`src/rtl/spongent_pkg.sv`:
```
// ---------------------------------------------------------------------------
// spongent_pkg
// Shared definitions for the SPONGENT host-side sequencer:
//   - one-hot state encodings and the FSM state type
//   - PAD_BYTE, the first byte of sponge padding
//   - clog2, a constant function used to size ports and counters
// ---------------------------------------------------------------------------
package spongent_pkg;

  localparam logic [7:0] ST_IDLE   = 8'b0000_0001;
  localparam logic [7:0] ST_CLR    = 8'b0000_0010;
  localparam logic [7:0] ST_SETTLE = 8'b0000_0100;
  localparam logic [7:0] ST_MSG    = 8'b0000_1000;
  localparam logic [7:0] ST_CMD    = 8'b0001_0000;
  localparam logic [7:0] ST_WAIT   = 8'b0010_0000;
  localparam logic [7:0] ST_PAD    = 8'b0100_0000;
  localparam logic [7:0] ST_OUT    = 8'b1000_0000;

  typedef enum logic [7:0] {
    IDLE   = ST_IDLE,
    CLR    = ST_CLR,
    SETTLE = ST_SETTLE,
    MSG    = ST_MSG,
    CMD    = ST_CMD,
    WAIT   = ST_WAIT,
    PAD    = ST_PAD,
    OUT    = ST_OUT
  } state_t;

  localparam logic [7:0] PAD_BYTE = 8'h80;

  // Smallest r with 2**r >= value (0 for value <= 1).
  function automatic int clog2(input int value);
    int r;
    r = 0;
    while ((1 << r) < value) begin
      r = r + 1;
    end
    return r;
  endfunction

endpackage

```
`src/rtl/spongent_pad.sv`:
```
// ---------------------------------------------------------------------------
// spongent_pad
// Combinational sponge padding of one RATE-bit message word (MSB-first bytes).
// Ports:
//   word             in  RATE  raw message word
//   nbytes           in  CW    number of valid bytes in the word (0..RATE/8)
//   padded           out RATE  valid bytes kept, 0x80 at byte nbytes, zeros after
//   need_extra_block out 1     word is full, so padding needs a block of its own
// ---------------------------------------------------------------------------
module spongent_pad
  import spongent_pkg::*;
#(
  parameter int RATE = 16,
  parameter int CW   = clog2(RATE / 8 + 1)
) (
  input  logic [RATE-1:0] word,
  input  logic [CW-1:0]   nbytes,
  output logic [RATE-1:0] padded,
  output logic            need_extra_block
);

  localparam int NB = RATE / 8;

  int nb_i;

  // Byte-wise padding; byte 0 is the most significant byte of the word.
  always_comb begin
    padded = {RATE{1'b0}};
    nb_i   = 32'(nbytes);
    for (int i = 0; i < NB; i++) begin
      if (i < nb_i) begin
        padded[RATE-1-8*i -: 8] = word[RATE-1-8*i -: 8];
      end else if (i == nb_i) begin
        padded[RATE-1-8*i -: 8] = PAD_BYTE;
      end else begin
        padded[RATE-1-8*i -: 8] = 8'h00;
      end
    end
    // Counts above RATE/8 cannot be encoded as a partial word; treat as full.
    need_extra_block = (nb_i >= NB);
  end

endmodule

```
`src/rtl/spongent_hash_ctrl.sv`:
```
// ---------------------------------------------------------------------------
// spongent_hash_ctrl
// Host-side sequencer for a SPONGENT sponge core. Accepts a message as RATE-bit
// words, applies sponge padding, issues one absorb command per block, then
// squeezes DIGEST_BITS/RATE digest words out through a valid/ready port.
// Ports:
//   clk, reset                  clock, synchronous active-high reset
//   start                       pulse that begins a hash (ignored while busy)
//   busy                        hash in progress
//   msg_valid/ready/data/last   message word stream
//   msg_last_bytes              valid bytes in the final word
//   dig_valid/ready/data/last   digest word stream
//   core_reset                  sponge core reset (reset OR internal pulse)
//   core_start_continue         one-cycle command to the core
//   core_msg_data_available     1 = absorb, 0 = squeeze
//   core_msg_data               block XORed into the core rate
//   core_busy, core_rate_data   core status and rate part of its state
// ---------------------------------------------------------------------------
module spongent_hash_ctrl
  import spongent_pkg::*;
#(
  parameter int RATE        = 16,
  parameter int DIGEST_BITS = 128
) (
  input  logic                            clk,
  input  logic                            reset,
  input  logic                            start,
  output logic                            busy,
  input  logic                            msg_valid,
  output logic                            msg_ready,
  input  logic [RATE-1:0]                 msg_data,
  input  logic                            msg_last,
  input  logic [clog2(RATE/8+1)-1:0]      msg_last_bytes,
  output logic                            dig_valid,
  input  logic                            dig_ready,
  output logic [RATE-1:0]                 dig_data,
  output logic                            dig_last,
  output logic                            core_reset,
  output logic                            core_start_continue,
  output logic                            core_msg_data_available,
  output logic [RATE-1:0]                 core_msg_data,
  input  logic                            core_busy,
  input  logic [RATE-1:0]                 core_rate_data
);

  localparam int CW       = clog2(RATE / 8 + 1);
  localparam int NB       = RATE / 8;
  localparam int NWORDS   = DIGEST_BITS / RATE;
  localparam int CNT_W    = (clog2(NWORDS) > 0) ? clog2(NWORDS) : 1;
  localparam logic [CNT_W-1:0] LAST_CNT  = CNT_W'(NWORDS - 1);
  localparam logic [RATE-1:0]  PAD_BLOCK = RATE'(PAD_BYTE) << (RATE - 8);

  state_t          state;
  logic            core_pulse;   // internal one-cycle core reset
  logic            final_blk;    // the last absorb has been issued
  logic            pad_pending;  // a stand-alone pad block still has to be absorbed
  logic            squeeze;      // the outstanding command is a squeeze
  logic [CNT_W-1:0] cnt;         // index of the digest word being produced

  logic [CW-1:0]   pad_count;
  logic [RATE-1:0] pad_word;
  logic            need_extra;

  // Non-final words pass through the pad unit as full words (unchanged).
  always_comb begin
    if (msg_last) begin
      pad_count = msg_last_bytes;
    end else begin
      pad_count = CW'(NB);
    end
  end

  spongent_pad #(
    .RATE (RATE),
    .CW   (CW)
  ) u_pad (
    .word             (msg_data),
    .nbytes           (pad_count),
    .padded           (pad_word),
    .need_extra_block (need_extra)
  );

  assign core_reset = reset | core_pulse;

  // Sequencer FSM; every output except core_reset is registered here.
  always_ff @(posedge clk) begin
    if (reset) begin
      state                   <= IDLE;
      busy                    <= 1'b0;
      msg_ready               <= 1'b0;
      dig_valid               <= 1'b0;
      dig_last                <= 1'b0;
      dig_data                <= {RATE{1'b0}};
      core_pulse              <= 1'b0;
      core_start_continue     <= 1'b0;
      core_msg_data_available <= 1'b0;
      core_msg_data           <= {RATE{1'b0}};
      final_blk               <= 1'b0;
      pad_pending             <= 1'b0;
      squeeze                 <= 1'b0;
      cnt                     <= {CNT_W{1'b0}};
    end else begin
      // Command and core reset pulse are single-cycle.
      core_pulse              <= 1'b0;
      core_start_continue     <= 1'b0;
      core_msg_data_available <= 1'b0;
      case (state)
        IDLE: begin
          if (start) begin
            state       <= CLR;
            busy        <= 1'b1;
            core_pulse  <= 1'b1;
            final_blk   <= 1'b0;
            pad_pending <= 1'b0;
            squeeze     <= 1'b0;
            cnt         <= {CNT_W{1'b0}};
          end
        end
        CLR: begin
          state <= SETTLE;
        end
        SETTLE: begin
          state     <= MSG;
          msg_ready <= 1'b1;
        end
        MSG: begin
          if (msg_valid) begin
            msg_ready               <= 1'b0;
            core_msg_data           <= pad_word;
            squeeze                 <= 1'b0;
            state                   <= CMD;
            core_start_continue     <= 1'b1;
            core_msg_data_available <= 1'b1;
            if (msg_last) begin
              if (need_extra) begin
                pad_pending <= 1'b1;
              end else begin
                final_blk <= 1'b1;
              end
            end
          end
        end
        CMD: begin
          // Command cycle: core_busy is not valid yet, so never sampled here.
          state <= WAIT;
        end
        WAIT: begin
          if (!core_busy) begin
            if (pad_pending) begin
              state <= PAD;
            end else if (final_blk || squeeze) begin
              dig_data  <= core_rate_data;
              dig_valid <= 1'b1;
              dig_last  <= (cnt == LAST_CNT);
              state     <= OUT;
            end else begin
              msg_ready <= 1'b1;
              state     <= MSG;
            end
          end
        end
        PAD: begin
          core_msg_data           <= PAD_BLOCK;
          pad_pending             <= 1'b0;
          final_blk               <= 1'b1;
          squeeze                 <= 1'b0;
          state                   <= CMD;
          core_start_continue     <= 1'b1;
          core_msg_data_available <= 1'b1;
        end
        OUT: begin
          if (dig_ready) begin
            dig_valid <= 1'b0;
            dig_last  <= 1'b0;
            if (cnt == LAST_CNT) begin
              busy  <= 1'b0;
              state <= IDLE;
            end else begin
              cnt                 <= cnt + CNT_W'(1);
              squeeze             <= 1'b1;
              state               <= CMD;
              core_start_continue <= 1'b1;
            end
          end
        end
        default: begin
          state     <= IDLE;
          busy      <= 1'b0;
          msg_ready <= 1'b0;
          dig_valid <= 1'b0;
          dig_last  <= 1'b0;
        end
      endcase
    end
  end

endmodule
```
`config.mk`:
```
export PLATFORM = sky130hd
export DESIGN_NAME = spongent_hash_ctrl
export DESIGN_NICKNAME = d
export VERILOG_FILES = /design/src/rtl/spongent_pkg.sv /design/src/rtl/spongent_pad.sv /design/src/rtl/spongent_hash_ctrl.sv
export SDC_FILE = /design/constraint.sdc
export NUM_CORES = 1
export LEC_CHECK = 0
export BUFFER_PORTS_ARGS = -buffer_cell sky130_fd_sc_hd__buf_4
export CORE_ASPECT_RATIO = 2
export CORE_MARGIN = 4
export CORE_UTILIZATION = 40
export CTS_CLUSTER_DIAMETER = 80
export DETAILED_ROUTE_END_ITERATION = 10
export PLACE_DENSITY = 0.65
export SLEW_MARGIN = 40
export SYNTH_ARGS = -nofsm -noshare
export SYNTH_HDL_FRONTEND = slang
export SYNTH_SLANG_ARGS = --single-unit
```
`constraint.sdc`:
```
create_clock -name clk -period 2.2 [get_ports clk]
set_input_delay 0.44 -clock clk [delete_from_list [all_inputs] [get_ports clk]]
set_output_delay 0.44 -clock clk [all_outputs]
set_load 0.01 [all_outputs]
```
* Word-level counts from Yosys, hierarchy flattened
Cells that the tools add are included.
** Storage, ports and cells
- Input port bits :: 41
- Word-level logic and storage cells :: 122
- Register bits after elaboration :: 53
** Operators by class
- Add/sub/neg operators :: 1
- Eq/ne operators :: 22
- Reductions and logical operators :: 20
- Magnitude comparators :: 3
- Multiplexer cells :: 55
- Bitwise logic cells :: 7
** Operators with widths (count)
- two-way mux 8 bit :: 10
- one-hot mux 8 bit (8 select lines) :: 1
- one-hot mux 16 bit (2 select lines) :: 1
- two-way mux 1 bit :: 27
- AND reduction 5 bit :: 5
- inequality test 2 bit, second input constant :: 12
- one-hot mux 1 bit (3 select lines) :: 6
- two-way mux 16 bit :: 1
- AND reduction 4 bit :: 4
- OR reduction 6 bit :: 2
- two-way mux 3 bit :: 3
- equality test 8 x 1 -> 1 bit, second input constant :: 1
- equality test 8 x 2 -> 1 bit, second input constant :: 1
- equality test 8 x 3 -> 1 bit, second input constant :: 1
- equality test 8 x 4 -> 1 bit, second input constant :: 1
- equality test 8 x 5 -> 1 bit, second input constant :: 1
- equality test 8 x 6 -> 1 bit, second input constant :: 1
- equality test 8 x 7 -> 1 bit, second input constant :: 1
- equality test 8 bit, second input constant :: 1
- one-hot mux 1 bit (4 select lines) :: 2
- NOT 1 bit :: 6
- one-hot mux 3 bit (2 select lines) :: 1
- two-way mux 5 bit :: 1
- OR reduction 5 bit :: 1
- other kinds (15) :: 17

* Depth between registers and ports, before layout
Gate-level depths: netlist of run 1.
- Depth in word-level cells :: 6
- Mapped depth :: 8

* By module
Synthesis of run 1 repeated with hierarchy kept, for this count alone.
** Unflattened totals
- Cell total of the unflattened synthesis :: 259
- Area, all modules :: 2379.8 µm²
** By module, submodules not included
- spongent_hash_ctrl :: times used 1, area each 2238.4 µm², cells each 240
- spongent_pad :: times used 1, area each 141.4 µm², cells each 19

* Least setup slack after synthesis of run 1
No wires, ideal clock.
- Kind :: register to register
- Start point :: register state[0]
- End point :: register dig_data[0]
- Clock period less this slack :: 1.806 ns
- Path slack :: 0.394 ns
- Stages on the path, launching flop included :: 9
- Library setup time :: 0.128 ns
- Buffers on the path :: 3
- Data arrival time :: 1.678 ns
- Path through :: dfxtp_1 buf_6 nor4_4 nand3_4 nor3_2 buf_6 buf_12 mux2i_1 nor2_1
** On the way
- Longest elaborated chain between the ends :: 2
** Ends and longest elaborated chain
- start: declaration :: line spongent_hash_ctrl.sv:53 : state_t state;
- start signal: assignment :: line spongent_hash_ctrl.sv:88 : state <= IDLE;
- start signal: assignment :: line spongent_hash_ctrl.sv:110 : state <= CLR;
- start signal: assignment :: line spongent_hash_ctrl.sv:120 : state <= SETTLE;
- equality test 8 x 6 -> 1 bit :: line spongent_hash_ctrl.sv:107 : case (state)
- AND reduction 4 bit (no line)
- end signal: assignment :: line spongent_hash_ctrl.sv:93 : dig_data <= {RATE{1'b0}};
- end signal: assignment :: line spongent_hash_ctrl.sv:152 : dig_data <= core_rate_data;
- end: declaration :: line spongent_hash_ctrl.sv:36 : output logic [RATE-1:0] dig_data,
Every way passes these cells.
A chain may end at the register's enable or synchronous reset.

* Worst setup path after layout of run 1
- Start point :: register state[3]
- End point :: register msg_ready
** On the way
- Longest elaborated chain between the ends :: 4
** Ends and longest elaborated chain
- equality test 8 bit, or another cell as far along :: line spongent_hash_ctrl.sv:107
- OR reduction 5 bit (no line)
- NOT 1 bit (no line)
- AND reduction 5 bit (no line)
- end signal: assignment :: line spongent_hash_ctrl.sv:124 : msg_ready <= 1'b1;
- end signal: assignment :: line spongent_hash_ctrl.sv:128 : msg_ready <= 1'b0;
- end signal: assignment :: line spongent_hash_ctrl.sv:157 : msg_ready <= 1'b1;
- end: declaration :: line spongent_hash_ctrl.sv:30 : output logic msg_ready,
Parallel ways exist; a longest one is shown, timed or not.

==> qor.yml, run 1 <==
min_period_ps: 2030
leakage_nw: 1.33
fmax_mhz: 493
clkSinkCount: 53
maxCapViolCount: 0
setup_viol: 0
io_buffers: 79
die_height_um: 117
dp.cells: 373
internal_power_mw: 1.64
die_area_um2: 7260
hold_start: "msg_data[9]"
rsz0062_at_grt: "no"
worst-setup-path-type: "reg -> reg"
final_cells: 381
crit_arrival_ps: 2210
clock_path_buffers: 2
clk_pin_slew_ps: 70
slew_headroom_pct: 52.1
tightest_slew_ps: 719
ys_ff_latch: 53
wire_per_inst_um: 16.4
row_count: 39
hold_viol: 0
synth_seq_area_share_pct: 45.0
initial_core_util_pct: 41.3
holdWs_ps: 353
htreeDepth: 2
placedInstanceArea_um2: 2980
fin_worst_skew_ps: 6.58
drcViolationCount: 0
areaGrowthSynthToFinish_pct: 34.4
die_x_um: 62.3
cts_tree: "built"
place_hpwl_um: 4840
ioPinCount: 80
antennaDiodeCount: 0
ys_async_sr_fraction_pct: 0
drt_iter0_drc: 66
totalWireLength_um: 6260
synth_flop_cell: "dfxtp_1"
yosys.cell_types.count: 57
p_sw_mw: 0.457
antenna_found_initial: 0
power_density_nw_per_um2: 662
num_vias: 2065
cts_hold_buf: 0
antenna_left: 0
worstSetupStartpointType: "flip-flop"
clock_latency_ps: 290
worstPathRequired_ps: 2390
combPwrFrac_pct: 9.1
gr-total-overflow: 0
final_area_um2: 3170
synth_edf_count: 0
grt_usage_pct: 17.4
cp_max_fo: 12
seqPwrFrac_pct: 47.1
root_buffer: "clkbuf_16"
routed_via_density: 5.42
drtPass1Iterations: 4
p_clk_share_pct: 43.8
core_um2: 5710
status: "finished clean"
slew_violations: 0
cts-buffers-inserted: 5
switching_share_pct: 21.8
holdCritPathClass: "in -> reg"
peakVddDrop_mv: 0.845
fin_setup_tns_ps: 0
gp_congestion: 0.849
min_period_over_period_pct: 92.2
fin_nets: 362
setup.worst_path.start: "state[3]$_SDFFE_PP0P_"
fin_util_pct: 55.5
grt_max_degree: 27
syn_area_per_cell_um2: 9.70
drive_gt1_share_pct: 34.1
grt_pass1_wl_um: 10000
worstReg2RegStart: "state[3]$_SDFFE_PP0P_"
synth_area_um2: 2360
cp-end-kind: "flip-flop"
ys_warn_count: 0
fillers: 528
syn_nets: 286
synthCells: 243
grt_pass1_vias: 2163
repair_timing:
item                       4_1_cts  5_1_grt
setup buffers                    0        0
gates resized for setup          0        2
setup endpoints to repair        0       14
Yosys cell counts, drive strengths merged (3+ instances only):
cell	instances	area [µm²]
a21oi	11	55.1
a22o	14	123
buf	10	88.8
clkbuf	6	22.5
dfxtp	53	1060
inv	4	15.0
mux2i	18	180
nand2	7	26.3
nand3	7	47.6
nand4	3	31.3
nor2	36	135
nor2b	7	43.8
nor3	12	65.1
nor4	4	46.3
o21ai	6	33.8
or3	3	23.8
or3b	3	26.3
xor2	3	26.3
registers in the layout, indices dropped and copies added, names as in the netlist, 3 cells and up:
register and count:
core_msg_data 16, state 8, cnt 3, dig_data 16
through the flow:
| step | power (mW) | setup slack (ps) |
|---|---|---|
| 2_1_floorplan | 1.11 | 394 |
| 3_5_place_dp | 1.20 | 135 |
| 3_3_place_gp | 1.20 | 205 |
| 4_1_cts | 2.12 | 117 |
| 5_1_grt | 2.17 | 73.4 |
| 6_report | 2.10 | 173 |
layout by cell type (no fill, tap or decap), types with 3 or more instances in the layout:
cell type	n
inv_1	4
mux2i_1	18
o21ai_0	4
nor2b_1	7
xor2_1	3
a21oi_1	11
clkbuf_16	5
a22o_1	14
dfxtp_1	53
nor2_1	36
nand3_1	6
buf_4	84
nor3_1	10
nand2_1	7
logic make-up after synthesis:
kind of cell	Yosys count	synth area share [%]
adder cells (fa/ha/maj)	2	1.06
AND/OR/NAND/NOR	99	24.8
buffers and inverters	20	5.36
flip-flops	53	45.0
XOR/XNOR	3	1.11
multiplexers	18	7.64
AO/OA/AOI/OAI	48	15.0
worst max-delay path: stages, from the launching register on:
cell and delay, ps:
dfxtp_1 600, or4b_1 540, or3_4 390, o21ai_2 80
nor3_1 70, o221a_1 230
power groups by stage:
stage	Sequential, mW	Clock, mW	Combinational, mW
2_1_floorplan	1.00	0	0.105
3_3_place_gp	1.01	0	0.189
3_5_place_dp	1.01	0	0.190
4_1_cts	0.987	0.939	0.191
5_1_grt	0.990	0.974	0.211
6_report	0.987	0.920	0.191
routing by layer:
| layer | part of all wire, % | global-route usage [%] | up-vias |
|---|---|---|---|
| met5 | 0 | 0 | - |
| met4 | 5.2 | 12.2 | 0 |
| li1 | - | - | 1029 |
| met1 | 36 | 16.7 | 952 |
| met3 | 4.3 | 3.46 | 20 |
| met2 | 55 | 32.5 | 64 |
area by class of cell:
cell class                 count  area [µm²]  area share [%]
multi-input combinational    170        1190            37.5
sequential                    53        1060            33.5
timing repair buffer          85         651            20.5
clock buffer                   6         139            4.38
tap                           61        76.3            2.41
clock inverter                 2        37.5            1.18
inverter                       4        15.0           0.474
path summary, 6_finish.rpt:
check | endpoint | slack, ps | depth (start not counted)
max | msg_ready$_SDFFE_PP0P_ | 170 | 5
min | core_msg_data[9]$_SDFFE_PP0P_ | 350 | 2
max reg2reg | msg_ready$_SDFFE_PP0P_ | 170 | 5
min reg2reg | dig_valid$_SDFFE_PP0P_ | 470 | 2
Power figures use the tool's default switching activity.
==> run 2: changes to the inputs <==
--- a/config.mk
+++ b/config.mk
@@ -9,3 +9,3 @@
 export CORE_ASPECT_RATIO = 2
-export CORE_MARGIN = 4
+export CORE_MARGIN = 2
 export CORE_UTILIZATION = 40
==> constraint.sdc (replaced) <==
create_clock -name clk -period 2.2 [get_ports clk]
set_input_delay 0 -clock clk [delete_from_list [all_inputs] [get_ports clk]]
set_output_delay 0 -clock clk [all_outputs]
set_load 0.01 [all_outputs]
==> run 2 against run 1 <==
Count of clock-buffer cells in the layout decreased by 1. Non-clock buffer count increased by 29. Power decreased by 0.30%. Sequential share of layout area decreased by 2.7 points. Utilization increased by 4.8 points. Final cell count increased by 7.3%. Critical endpoint is now dig_data[4]$_SDFFE_PP0P_. Highest routed layer unchanged. Critical path type unchanged. Clock skew about the same. Global-route usage increased by 3.8 points. First-iteration DRC count decreased by 20%. Flip-flop and latch count unchanged. Combinational power increased by 22%. Sequential power about the same.
==> qor.yml, run 2 (synthesis results as in run 1) <==
status: "finished clean"  # unchanged
totalWireLength_um: 6580  # was 6260 µm
initial_core_util_pct: 41.3  # unchanged
peakVddDrop_mv: 0.720  # was 0.845 mV
gp_congestion: 0.824  # was 0.849
grt_max_degree: 42  # was 27
min_period_over_period_pct: 92.2  # about the same
antennaDiodeCount: 0  # unchanged
antenna_left: 0  # unchanged
rsz0062_at_grt: "no"  # unchanged
drt_iter0_drc: 53  # was 66
tightest_slew_ps: 721  # was 719 ps
placedInstanceArea_um2: 2970  # was 2980 µm²
clock_latency_ps: 290  # about the same
grt_pass1_wl_um: 10700  # was 10000 µm
clk_pin_slew_ps: 70  # about the same
root_buffer: "clkbuf_16"  # unchanged
holdWs_ps: 25.6  # was 353 ps
slew_violations: 0  # unchanged
final_area_um2: 3450  # was 3170 µm²
maxCapViolCount: 0  # unchanged
wire_per_inst_um: 16.1  # was 16.4 µm
core_um2: 5710  # unchanged
routed_via_density: 5.48  # was 5.42
hold_viol: 0  # unchanged
worstPathRequired_ps: 2360  # was 2390 ps
clock_path_buffers: 2  # unchanged
areaGrowthSynthToFinish_pct: 46.2  # was 34.4%
io_buffers: 79  # unchanged
ioPinCount: 80  # unchanged
worstSetupStartpointType: "flip-flop"  # unchanged
grt_usage_pct: 21.2  # was 17.4%
reg_top3: "core_msg_data (16), dig_data (16), state (8)"  # unchanged
row_count: 39  # unchanged
grt_pass1_vias: 2351  # was 2163
fin_util_pct: 60.4  # was 55.5%
crit_arrival_ps: 2190  # was 2210 ps
antenna_found_initial: 0  # unchanged
fin_setup_tns_ps: 0  # unchanged
fillers: 489  # was 528
gr-total-overflow: 0  # unchanged
fin_worst_skew_ps: 7.06  # was 6.58 ps
die_height_um: 113  # was 117 µm
cts_tree: "built"  # unchanged
cp_max_fo: 18  # was 12
htreeDepth: 2  # unchanged
fmax_mhz: 493  # about the same
power_density_nw_per_um2: 607  # was 662 nW/µm²
die_area_um2: 6560  # was 7260 µm²
leakage_nw: 1.45  # was 1.33 nW
die_x_um: 58.3  # was 62.3 µm
min_period_ps: 2030  # about the same
drive_gt1_share_pct: 30.7  # was 34.1%
cts-buffers-inserted: 5  # unchanged
cp-end-kind: "flip-flop"  # unchanged
mostFrequentLayoutCells: "buf_4, dfxtp_1, nor2_1"  # unchanged
holdCritPathClass: "in -> reg"  # unchanged
setup_viol: 0  # unchanged
drcViolationCount: 0  # unchanged
drtPass1Iterations: 4  # unchanged
clkSinkCount: 53  # unchanged
place_hpwl_um: 4610  # was 4840 µm
power_mw: 2.09  # was 2.10 mW
final_common_cell: "buf_4"  # unchanged
worst-setup-path-type: "reg -> reg"  # unchanged
slew_headroom_pct: 51.9  # was 52.1%
fin_nets: 391  # was 362
num_vias: 2240  # was 2065
[run 2: cell count changes in the layout (fill, tap and decap cells not counted)]
cell           before  now
clkinvlp_4          1    0
clkbuf_8            1    0
dlygate4sd3_1       0   30
buf_4              84   83
clkinv_2            0    1
[run 2: worst paths after layout]
kind | startpoint | to | slack (ps) | depth (start not counted)
setup / recovery | state[5]$_SDFFE_PP0P_ | dig_data[4]$_SDFFE_PP0P_ | 170 | 6
hold / removal | msg_data[15] | core_msg_data[15]$_SDFFE_PP0P_ | 30 | 3
setup reg to reg | state[5]$_SDFFE_PP0P_ | dig_data[4]$_SDFFE_PP0P_ | 170 | 6
hold reg to reg | dig_valid$_SDFFE_PP0P_ | dig_valid$_SDFFE_PP0P_ | 460 | 2
[run 2: repair_timing]
action,in CTS,in global routing
gates resized for setup,0,2
buffers inserted,0,0
setup endpoints to repair,0,14
hold buffers,30,0
endpoints found under the hold margin,30,0
[run 2: layout make-up]
class | instances | area, µm² | share of cell area [%]
multi-input combinational | 170 | 1190 | 34.5
sequential | 53 | 1060 | 30.8
timing repair buffer | 114 | 943 | 27.4
clock buffer | 5 | 125 | 3.63
tap | 61 | 76.3 | 2.21
clock inverter | 2 | 35.0 | 1.02
inverter | 4 | 15.0 | 0.436
[run 2: power by group]
group | total [mW] | switching, mW | internal [mW]
Clock | 0.872 | 0.343 | 0.529
Sequential | 0.987 | 0.0171 | 0.970
Combinational | 0.233 | 0.0966 | 0.136
Total | 2.09 | 0.456 | 1.64
[run 2: worst max-delay path, cell delays in order, from the launching register on]
cell     delay, ps
dfxtp_1        520
nor2b_1        440
nand3_4        190
nor3_4         230
buf_12         200
mux2i_1        240
nor2_1          70
[run 2: per-layer routing]
layer	track usage [%]	part of all wire [%]	up-vias
met5	0	0	-
met4	14.0	5.8	0
met3	4.26	4.7	20
met2	37.5	55	78
met1	21.4	35	1053
li1	-	-	1089
[run 2: stage by stage]
stage                     std cells  setup slack, ps
after floorplan                 243              394
after global placement          372              174
after detailed placement        372              153
after CTS                       409              120
after global routing            409             40.5
final                           409              173
==> run 3: changes to the inputs <==
- CTS_BUF_LIST: not set -> sky130_fd_sc_hd__clkbuf_4
==> run 3 against run 2 <==
Combinational power is 4% higher. Final area is 0.51% lower. Count of clock-buffer cells in the layout stayed put. Utilization is 0.31 points lower. Global-route usage is 0.092 points higher. Critical path depth stayed put. Register-to-register slack hardly changed. Sequential power hardly changed. Hold slack better by 9.1 ps. Sequential share of layout area is 0.16 points higher. Flip-flop and latch count stayed put. Largest cell class unchanged.
==> qor.yml, run 3 (synthesis results as in run 1) <==
drcViolationCount: 0  # unchanged
maxCapViolCount: 0  # unchanged
cts_tree: "built"  # unchanged
io_buffers: 79  # unchanged
grt_usage_pct: 21.3  # was 21.2%
min_period_ps: 2030  # about the same
die_height_um: 113  # unchanged
final_common_cell: "buf_4"  # unchanged
power_density_nw_per_um2: 517  # was 607 nW/µm²
multiInputGateArea_um2: 1190  # unchanged
areaGrowthSynthToFinish_pct: 45.4  # was 46.2%
totalWireLength_um: 6670  # was 6580 µm
clock_latency_ps: 390  # was 290 ps
row_count: 39  # unchanged
htreeDepth: 2  # unchanged
worstReg2RegStart: "state[5]$_SDFFE_PP0P_"  # unchanged
drtPass1Iterations: 4  # unchanged
grt_pass1_vias: 2375  # was 2351
routed_via_density: 5.43  # was 5.48
root_buffer: "clkbuf_4"  # was clkbuf_16
rsz0062_at_grt: "no"  # unchanged
dp.cells: 372  # unchanged
hold_depth: 2  # was 3
crit_arrival_ps: 2310  # was 2190 ps
mostFrequentLayoutCells: "buf_4, dfxtp_1, dlygate4sd3_1"  # was buf_4, dfxtp_1, nor2_1
cp_max_fo: 18  # unchanged
die_area_um2: 6560  # unchanged
cts-buffers-inserted: 5  # unchanged
slew_headroom_pct: 51.1  # was 51.9%
slew_violations: 0  # unchanged
met2_usage_pct: 38.4  # was 37.5%
grt_max_degree: 42  # unchanged
reg_top3: "core_msg_data (16), dig_data (16), state (8)"  # unchanged
fin_nets: 398  # was 391
holdCritPathClass: "in -> reg"  # unchanged
worstPathRequired_ps: 2470  # was 2360 ps
clk_pin_slew_ps: 150  # was 70 ps
hold_viol: 0  # unchanged
antennaDiodeCount: 0  # unchanged
drt_iter0_drc: 38  # was 53
initial_core_util_pct: 41.3  # unchanged
gr-total-overflow: 0  # unchanged
setup_viol: 0  # unchanged
r2r_setup_slack_ps: 170  # about the same
drive_gt1_share_pct: 30.1  # was 30.7%
fin_worst_skew_ps: 16.7  # was 7.06 ps
cp-end-kind: "flip-flop"  # unchanged
gp_congestion: 0.824  # unchanged
layout_setup_ws_ps: 166  # was 173 ps
r2r_end: "dig_data[4]$_SDFFE_PP0P_"  # unchanged
clock_path_buffers: 2  # unchanged
place_hpwl_um: 4610  # unchanged
fmax_mhz: 492  # was 493 MHz
fin_util_pct: 60.0  # was 60.4%
dpl_worst_slack_ps: 153  # unchanged
num_vias: 2258  # was 2240
hold_start: "reset"  # was msg_data[15]
setup.worst_path.start: "state[5]$_SDFFE_PP0P_"  # unchanged
worst-setup-path-type: "reg -> reg"  # unchanged
hold_end: "state[1]$_SDFFE_PP0P_"  # was core_msg_data[15]$_SDFFE_PP0P_
tightest_slew_ps: 733  # was 721 ps
status: "finished clean"  # unchanged
clkSinkCount: 53  # unchanged
leakage_nw: 1.44  # was 1.45 nW
ioPinCount: 80  # unchanged
met3_usage_pct: 4.26  # unchanged
grt_use_met1_pct: 21.1  # was 21.4%
worstSetupStartpointType: "flip-flop"  # unchanged
wire_per_inst_um: 16.0  # was 16.1 µm
antenna_left: 0  # unchanged
core_um2: 5710  # unchanged
regArea_um2: 1060  # unchanged
top_usage_layer: "met2"  # unchanged
peakVddDrop_mv: 0.489  # was 0.720 mV
die_x_um: 58.3  # unchanged
rr_worst_depth: 6  # unchanged
final_cells: 416  # was 409
grt_pass1_wl_um: 10800  # was 10700 µm
antenna_found_initial: 0  # unchanged
fin_setup_tns_ps: 0  # unchanged
min_period_over_period_pct: 92.5  # was 92.2%
fillers: 502  # was 489
## run 3: cell types whose count changed in the layout (fill, tap and decap cells not counted), sizes merged
cell / change
dlygate4sd3: +7
## run 3: cell type report
type,instances,area share (%)
multi-input combinational,170,34.7
sequential,53,30.9
timing repair buffer,121,29.6
tap,61,2.23
clock buffer,5,1.09
clock inverter,2,1.02
inverter,4,0.438
## run 3: repair_timing
| action | CTS | global route |
|---|---|---|
| hold endpoints to repair | 37 | 1 |
| hold buffers | 36 | 1 |
| setup endpoints to repair | 0 | 14 |
| resized for setup | 0 | 2 |
| buffers inserted | 0 | 0 |
## run 3: layer usage
metal,part of all wire [%],routed length [µm],vias up
li1,-,-,1107
met1,35,2300,1051
met2,55,3690,75
met3,4.4,292,25
met4,5.8,390,0
met5,0,0,-
## run 3: worst max path at each step
stage	end	slack, ps	depth (start not counted)
2_1_floorplan	dig_data[0]$_SDFFE_PP0P_	390	8
3_3_place_gp	core_msg_data[6]$_SDFFE_PP0P_	170	6
3_5_place_dp	core_msg_data[1]$_SDFFE_PP0P_	150	6
4_1_cts	core_msg_data[6]$_SDFFE_PP0P_	100	6
5_1_grt	dig_data[4]$_SDFFE_PP0P_	40	6
6_report	dig_data[4]$_SDFFE_PP0P_	170	6
## run 3: stage by stage
stage	cell area [µm²]	total power [mW]	hold WS (ps)
4_1_cts	3400	1.78	8.88
5_1_grt	3430	1.85	20.7
2_1_floorplan	2360	1.11	126
3_5_place_dp	2970	1.20	215
3_3_place_gp	2970	1.20	209
6_report	3430	1.77	34.8
## run 3: power breakdown
part / internal (mW) / total, mW / switching (mW)
clock: 0.232 / 0.540 / 0.308
sequential: 0.971 / 0.989 / 0.0171
combinational: 0.144 / 0.243 / 0.0987
total: 1.35 / 1.77 / 0.424
## run 3: critical path, stage by stage (launching register included)
cell and delay (ps):
dfxtp_1 550, nor2b_1 440, nand3_4 190, nor3_4 230, buf_12 200, mux2i_1 240, nor2_1 70
